[src/rtl/card_shoe.sv]
// card_shoe: responder end of the card-request handshake. Draws one card
// without replacement from a NUM_DECKS shoe on each four-phase request,
// holds it until the request drops, and reloads itself when the shoe is dry.
//
// state  | meaning
// IDLE   | waiting for req_card; no card presented
// RELOAD | shoe was empty on request; refill all ranks, pulse reshuffle
// SEARCH | walking rank counters from the LFSR start index to a nonzero one
// HOLD   | card presented; waits for req_card to drop
module card_shoe #(
    parameter int          NUM_DECKS = 1,
    parameter logic [15:0] LFSR_SEED = 16'hACE1,
    parameter int          CL_W      = 9
) (
    input  logic            fast_clock,
    input  logic            reset,
    input  logic            req_card,
    output logic            card_valid,
    output logic [3:0]      card,
    output logic [CL_W-1:0] cards_left,
    output logic            shoe_empty,
    output logic            reshuffle
);

    localparam logic [5:0]      FULL_CNT  = 6'(4 * NUM_DECKS);
    localparam logic [CL_W-1:0] FULL_SHOE = CL_W'(52 * NUM_DECKS);

    typedef enum logic [1:0] {IDLE, RELOAD, SEARCH, HOLD} state_t;

    state_t      state;
    logic [5:0]  count [0:12];
    logic [3:0]  idx;
    logic [15:0] lfsr;
    logic [15:0] lfsr_next;
    logic [3:0]  start_idx;

    // Galois step for x^16+x^14+x^13+x^11+1 and the folded 0..12 start index
    always_comb begin
        lfsr_next = {1'b0, lfsr[15:1]} ^ (lfsr[0] ? 16'hB400 : 16'h0000);
        start_idx = (lfsr[3:0] < 4'd13) ? lfsr[3:0] : (lfsr[3:0] - 4'd13);
    end

    assign shoe_empty = (cards_left == '0);

    // Draw sequencer, shoe bookkeeping and LFSR, all with registered outputs
    always_ff @(posedge fast_clock) begin
        if (reset) begin
            state      <= IDLE;
            for (int i = 0; i < 13; i++) count[i] <= FULL_CNT;
            cards_left <= FULL_SHOE;
            lfsr       <= LFSR_SEED;
            idx        <= 4'd0;
            card_valid <= 1'b0;
            card       <= 4'd0;
            reshuffle  <= 1'b0;
        end else begin
            lfsr      <= lfsr_next;
            reshuffle <= 1'b0;
            case (state)
                IDLE: begin
                    if (req_card) begin
                        if (cards_left == '0) begin
                            state <= RELOAD;
                        end else begin
                            idx   <= start_idx;
                            state <= SEARCH;
                        end
                    end
                end
                RELOAD: begin
                    for (int i = 0; i < 13; i++) count[i] <= FULL_CNT;
                    cards_left <= FULL_SHOE;
                    reshuffle  <= 1'b1;
                    idx        <= start_idx;
                    state      <= SEARCH;
                end
                SEARCH: begin
                    // cards_left > 0 here, so the walk hits within 13 cycles
                    if (count[idx] != 6'd0) begin
                        count[idx] <= count[idx] - 6'd1;
                        cards_left <= cards_left - CL_W'(1);
                        card       <= idx + 4'd1;
                        card_valid <= 1'b1;
                        state      <= HOLD;
                    end else begin
                        idx <= (idx == 4'd12) ? 4'd0 : (idx + 4'd1);
                    end
                end
                HOLD: begin
                    if (!req_card) begin
                        card_valid <= 1'b0;
                        card       <= 4'd0;
                        state      <= IDLE;
                    end
                end
                default: state <= IDLE;
            endcase
        end
    end

endmodule

[config.mk]
export PLATFORM = sky130hd
export DESIGN_NAME = card_shoe
export DESIGN_NICKNAME = d
export VERILOG_FILES = /design/src/rtl/card_shoe.sv
export SDC_FILE = /design/constraint.sdc
export NUM_CORES = 1
export LEC_CHECK = 0
export CAP_MARGIN = 20
export CORE_MARGIN = 10
export CORE_UTILIZATION = 55
export DETAILED_ROUTE_END_ITERATION = 6
export PLACE_DENSITY = 0.76
export SYNTH_ARGS = -nofsm -noshare
export SYNTH_HDL_FRONTEND = slang
export SYNTH_SLANG_ARGS = --single-unit
[constraint.sdc]
create_clock -name fast_clock -period 3 [get_ports fast_clock]
set_input_delay 0.6 -clock fast_clock [delete_from_list [all_inputs] [get_ports fast_clock]]
set_output_delay 0.6 -clock fast_clock [all_outputs]
set_load 0.005 [all_outputs]
==> qor_table.md <==
| Result | Reported |
|:---|:---|
| Post-route DRC | 0 |
| Mean area per synthesized cell | 12.0 µm² |
| Iteration count of the initial detailed-routing pass | 5 |
| Detailed-route wire length per cell | 21.7 µm |
| Final GP Congestion | 0.913 |
| Global-route congestion overflow total | 0 |
| Inst Count DP | 710 |
| Clock latency on the worst-skew pair | 0.43 ns |
| Final core utilization | 70.1% |
| FMAX | 0.318 GHz |
| Area of combinational cells with multiple inputs | 0.00287 mm² |
| CTS tree | built |
| Chip height | 129 µm |
| Final-report setup violation count | 153 |
| Sequential cell area in the final layout | 0.00370 mm² |
| Std-Cell Core Area | 0.0115 mm² |
| WL final | 16.4 mm |
| Average vias per placed instance | 6.21 |
| Clock Sink Count | 137 |
| Max-Cap Viols | 0 |
| Final Max Slew Viols | 0 |
| Number of storage elements in the synthesis netlist | 137 |
| Global-route wire length before repair | 25.2 mm |
| Syn Inst Count | 541 |
| Worst Setup Path Type | reg2reg |
| CTS H-tree lvls | 4 |
| GRT Resource Usage Total | 20.0% |
| Worst EP required | 3.17 ns |
| Maximum buffer depth of the clock tree | 2 |
| CP arrival | 3.31 ns |
| Largest voltage drop on the vdd net | 0.000886 V |
| Share of the yosys chip area belonging to registers | 57.1% |
| Critical path launch point type | flop |
| Violated checks | setup timing |
| Number of nets in the layout | 612 |
| Worst slew pin tran | 0.712 ns |
| Half-perimeter wire length of the detailed placement result | 11.1 mm |
| Path category of the worst min-delay check | reg2reg |
| Slew margin rel. | 52.5% |
| DIE WIDTH | 129 µm |
| Final cycle utilization of the critical path | 105% |
| Number of antenna violations at the first check in global routing | 0 |
| Count of inserted antenna diode cells | 0 |
| Fraction of layout cells with a size suffix above 1 | 30.4% |
| Clock-pin slew reported for the worst setup and hold paths after clock tree synthesis | 0.05 ns |
| Distinct cell type count after synthesis | 55 |
| RSZ-0062 raised after global routing | yes |
| Number of nets with antenna violations after routing | 0 |
| Number of endpoints with negative hold slack in the final report | 0 |
| Number of synthesized flops with an enable pin | 96 |
| Final critical delay including setup and external delays | 3.14 ns |
| Hold-fix buffers at CTS | 0 |
| Leakage | 2.86 nW |
| Number of input and output port buffers inserted | 18 |
| Placement row count | 39 |
| Async set-or-reset flop fraction in the synthesized netlist | 0% |
| Dominant register cell in the synthesized netlist | sky130_fd_sc_hd__edfxtp_1 |
| Power density over the cells | 1120 mW/mm² |
| Vias | 4668 |
| Worst Slack Setup Final | -0.141 ns |
| Status | finished, violations left |
| Number of buffers created by CTS | 17 |
| Top fanout value on the critical path | 11 |
| Filler instances | 722 |
| Clock tree root driver cell | sky130_fd_sc_hd__clkbuf_16 |
| Area growth from synthesis to layout | 24.0% |
| Pin count of the biggest net entering global routing | 47 |
| Top-Level Pins | 19 |
| Non-Filler Instances | 752 |
| Post-Synthesis Cell Area | 0.00648 mm² |
| Initial DRC count | 596 |
| Floorplan die area | 0.0165 mm² |
| Number of warnings printed during yosys synthesis | 0 |
| Effective utilization at floorplan | 56.5% |
| Number of nets in the synthesized netlist | 557 |
| Post-route clock skew | 0.00798 ns |
| Via count of the first global-routing pass | 4706 |
| Critical path capture point type | flop |
[layout by cell type, fill, tap and decap left out, types with 14 or more instances in the layout]
master	netlist	routed
sky130_fd_sc_hd__edfxtp_1	96	96
sky130_fd_sc_hd__nor2_1	72	63
sky130_fd_sc_hd__mux4_2	14	19
sky130_fd_sc_hd__nor3_1	25	19
sky130_fd_sc_hd__nor2_2	9	15
sky130_fd_sc_hd__buf_4	2	38
sky130_fd_sc_hd__nand2_1	50	34
sky130_fd_sc_hd__inv_1	22	20
sky130_fd_sc_hd__clkdlybuf4s50_1	0	17
sky130_fd_sc_hd__dfxtp_1	41	40
sky130_fd_sc_hd__nor2b_1	15	14
sky130_fd_sc_hd__clkbuf_16	0	18
[critical path, stage by stage (launching register included)]
cell,delay [ns]
sky130_fd_sc_hd__dfxtp_2,0.34
sky130_fd_sc_hd__buf_12,0.14
sky130_fd_sc_hd__mux4_2,0.52
sky130_fd_sc_hd__mux4_2,0.50
sky130_fd_sc_hd__inv_2,0.10
sky130_fd_sc_hd__ha_4,0.14
sky130_fd_sc_hd__nor2b_4,0.16
sky130_fd_sc_hd__a2bb2oi_4,0.08
sky130_fd_sc_hd__o41a_1,0.52
sky130_fd_sc_hd__buf_6,0.22
sky130_fd_sc_hd__and3_1,0.17
[area by class of cell]
cell class                 count  area share (%)
clock buffer                  17            5.29
clock inverter                15            1.66
timing repair buffer          67            8.04
sequential                   137            46.1
inverter                      22            1.06
tap                          143            2.22
multi-input combinational    351            35.6
[Yosys cell counts, types with 2 or more instances]
library cell,count,area share [%]
sky130_fd_sc_hd__edfxtp_1,96,44
sky130_fd_sc_hd__nor2_1,72,4.2
sky130_fd_sc_hd__nand2_1,50,2.9
sky130_fd_sc_hd__dfxtp_1,41,13
sky130_fd_sc_hd__nor3_1,25,1.9
sky130_fd_sc_hd__inv_1,22,1.3
sky130_fd_sc_hd__clkbuf_1,21,1.2
sky130_fd_sc_hd__nor2b_1,15,1.4
sky130_fd_sc_hd__mux4_2,14,4.9
sky130_fd_sc_hd__a21o_1,13,1.5
sky130_fd_sc_hd__ha_1,13,2.5
sky130_fd_sc_hd__a21oi_1,12,0.93
sky130_fd_sc_hd__nand2b_1,12,1.2
sky130_fd_sc_hd__mux4_1,11,4.5
sky130_fd_sc_hd__or3_1,10,0.96
sky130_fd_sc_hd__nand3_1,9,0.69
sky130_fd_sc_hd__nor2_2,9,0.87
sky130_fd_sc_hd__or2_2,9,0.87
sky130_fd_sc_hd__xnor2_1,9,1.2
sky130_fd_sc_hd__mux2i_1,7,1.1
sky130_fd_sc_hd__o21ai_0,7,0.54
sky130_fd_sc_hd__and3_1,5,0.48
sky130_fd_sc_hd__or4_1,5,0.58
sky130_fd_sc_hd__buf_2,4,0.31
sky130_fd_sc_hd__o211ai_1,4,0.46
sky130_fd_sc_hd__a211oi_1,3,0.35
sky130_fd_sc_hd__a22oi_1,3,0.35
sky130_fd_sc_hd__a31oi_1,3,0.29
sky130_fd_sc_hd__o22ai_1,3,0.29
sky130_fd_sc_hd__o311ai_0,3,0.41
sky130_fd_sc_hd__a31o_2,2,0.27
sky130_fd_sc_hd__buf_4,2,0.23
sky130_fd_sc_hd__buf_6,2,0.35
sky130_fd_sc_hd__mux2_2,2,0.35
sky130_fd_sc_hd__nor4_4,2,0.66
sky130_fd_sc_hd__o41ai_1,2,0.27
[metal layers]
layer	track usage, %	part of all wire, %
met1	25.1	39
met2	31.2	49
met3	6.61	9.5
met4	8.84	2.5
met5	0	0
[stage by stage]
step	power, W	hold WS [ns]	setup slack (ns)	cell area, µm²	setup TNS, ns
floorplan	0.00493	0.389	-0.0838	6560	-7.18
global placement	0.00634	0.392	-0.0988	7110	-4.01
detailed placement	0.00647	0.399	-0.133	7110	-11.78
CTS	0.00877	0.412	-0.0957	7910	-7.34
global route	0.00933	0.429	-0.215	8040	-23.08
finish	0.00898	0.408	-0.141	8040	-11.77
[state kept, by name (all words and copies together), names as in the netlist, named ones only]
signal	cells
cards_left	9
card	4
count	96
reshuffle	1
lfsr	16
state	2
card_valid	1
idx	4
[power breakdown]
| group | total, W | switching [W] | leakage, nW | internal [W] |
|---|---|---|---|---|
| Combinational | 0.00436 | 0.00251 | 1.32 | 0.00185 |
| Clock | 0.00198 | 0.000778 | 0.275 | 0.00120 |
| Sequential | 0.00264 | 0.000202 | 1.27 | 0.00244 |
[cells by family after synthesis]
logic type | count (synthesis) | synth area share (%)
and+or+nand+nor | 228 | 17.4
DFF | 137 | 57.1
AOI/OAI and AO/OA | 66 | 7.16
buffers and inverters | 53 | 3.74
muxes | 34 | 10.7
adders and majority gates | 13 | 2.51
xor gates and xnor gates | 10 | 1.35
[path summary, 6_finish.rpt]
path	endpoint	slack, ns	from	depth (start not counted)
setup reg to reg	count[2][0]$_SDFFCE_PN0P_	-0.14	flop	10
hold / removal	lfsr[5]$_SDFF_PP1_	0.41	lfsr[6]$_SDFF_PP1_	1
setup / recovery	count[2][0]$_SDFFCE_PN0P_	-0.14	flop	10
hold reg to reg	lfsr[5]$_SDFF_PP1_	0.41	lfsr[6]$_SDFF_PP1_	1
[what timing repair did]
item / in CTS / in global routing
setup buffers: 6 / 2
cloned: 2 / 0
setup endpoints to repair: 156 / 201
resized for setup: 48 / 36
pin swaps: 4 / 4
Note: power is estimated with default switching activity, not from simulation.
==> patch: new RTL, config.mk and constraints unchanged <==
Encoding of `state_t`: now Gray code (2 bits for 4 states).
--- a/src/rtl/card_shoe.sv
+++ b/src/rtl/card_shoe.sv
@@ -25,7 +25,7 @@
     localparam logic [5:0]      FULL_CNT  = 6'(4 * NUM_DECKS);
     localparam logic [CL_W-1:0] FULL_SHOE = CL_W'(52 * NUM_DECKS);
 
-    typedef enum logic [1:0] {IDLE, RELOAD, SEARCH, HOLD} state_t;
+    typedef enum logic [1:0] {IDLE = 2'b00, RELOAD = 2'b01, SEARCH = 2'b11, HOLD = 2'b10} state_t;
 
     state_t      state;
     logic [5:0]  count [0:12];
Check against the original RTL: no difference found for any inputs over 10 cycles, from zero or initial values and one cycle with reset high; not proved beyond that.
==> patch against the original RTL <==
  * The flow still finishes with violations (negative setup slack)
  * Sequential cell count is the same
  * Count of clock-buffer cells in the layout grew 6
  * Die area is 2.7% lower
  * Area after synthesis shrank 3.2%
  * Final area up 7.1%
  * Worst hold slack worse by 1.3 ps
  * Setup slack worse by 110 ps
  * Clock skew increased by 0.69 ps
  * Sequential share of layout area fell by 3.0 points
  * Via count increased by 6.3%
  * First-iteration DRC count is 12% higher
  * Routed wire length rose by 17%
  * Critical path type unchanged
  * Highest routed layer unchanged
Power is not compared: it rests on default switching activity, and its combinational part moved more than twofold at a synthesized area within 25%.
==> patch: results (changes against the original RTL) <==
- Cells taking the most area after synthesis: sky130_fd_sc_hd__edfxtp_1, sky130_fd_sc_hd__dfxtp_1, sky130_fd_sc_hd__mux4_2, sky130_fd_sc_hd__nor2_1, sky130_fd_sc_hd__nand2_1
- Violations in the final reports: negative setup slack
- Xor and xnor fraction of the mapped netlist area: 0.0140 (+0.000453)
- Number of nets in the synthesized netlist: 556 (-0.18%)
- Worst setup skew after layout: 8.67 ps (+0.693 ps)
- Detail Route met2 WL: 9.31 mm (+17%)
- #MultiIn Comb: 360 (+2.6%)
- Metal-1 WL: 6.90 mm (+6.8%)
- Via count: 4,961 (+6.3%)
- Global-route wire length before repair: 27.7 mm (+10%)
- Via density: 6.44 (+3.8%)
- Syn avg cell area: 11.5 um2 (-4.0%)
- Final worst setup slack: -255 ps (-115 ps)
- Number of filler instances in the final layout: 587 (-19%)
- Summed area of non-filler cells in the final layout: 8610 um2 (+7.1%)
- Clock-cell share: 0.0686 (-0.000956)
- Post_cts resized: 100 (+110%)
- Met1 Use GR: 0.270 (+0.0188)
- CP peak stage delay: 570 ps (+50 ps)
- GRT Resource Usage Total: 0.225 (+0.0247)
- Area added between synthesis and finish: 37.2%
- Number of global-route vias before repair: 4,829 (+2.6%)
- Total half-perimeter wirelength after legalization and detailed placement: 11.2 mm (+0.81%)
- Share of the synthesized area in compound gates (AO/OA/AOI/OAI): 0.0672 (-0.00438)
- Final setup violating endpoints: 203 (+33%)
- Detailed Route WL: 19.1 mm (+17%)
- Multiplexer fraction of the synthesized cell area: 0.104 (-0.00378)
- Ratio of cells with drive above 1 in the final layout: 0.379 (+0.0756)
- Net total in the final layout: 628 (+2.6%)
- Placement-stage worst setup slack: -199 ps (-66.6 ps)
- Crit Path Max Fanout: 7 (-4)
- Buffer share of cell area: 0.102 (+0.0220)
- Critical Path AT: 3440 ps (+130 ps)
- Clock buffer cells: 23 (+6)
- Met3 Wirelength: 1.78 mm (+15%)
- Final-layout setup total negative slack: -32,240 ps (-20,470 ps)
- Result of the run: complete, but fails checks
- Repair and plain buffers: 84 (+25%)
- Seq/Total Area, Yosys: 0.590 (+0.0191)
- Violation count after the first detailed-route iteration: 670 (+12%)
- Instance area after placement: 6980 um2 (-1.8%)
- Final GP Congestion: 0.934 (+2.3%)
==> patch: changes by cell type in the layout (fill, tap and decap cells not counted), moves of 8 or more <==
cell                       unedited run  this run
sky130_fd_sc_hd__buf_6                5        21
sky130_fd_sc_hd__nor3_1              19         7
sky130_fd_sc_hd__a21o_4              12         0
sky130_fd_sc_hd__nor2_4               3        16
sky130_fd_sc_hd__a21oi_2              0         8
sky130_fd_sc_hd__or3_1                8         0
sky130_fd_sc_hd__nand2_1             34        51
sky130_fd_sc_hd__nand2_8              0        18
sky130_fd_sc_hd__nand2b_1            12         3
sky130_fd_sc_hd__a21oi_1             12         2
sky130_fd_sc_hd__nor2_2              15        24
==> patch: path summary, 6_finish.rpt <==
path	to	slack, ps	cells after the start
max reg2reg	count[8][0]	-260	12
max	count[8][0]	-260	12
min reg2reg	lfsr[5]	410	1
min	lfsr[5]	410	1
==> patch: report_power, final <==
group,switching (mW),internal (mW)
Sequential,0.0674,2.13
Combinational,0.558,0.374
Clock,0.763,1.34
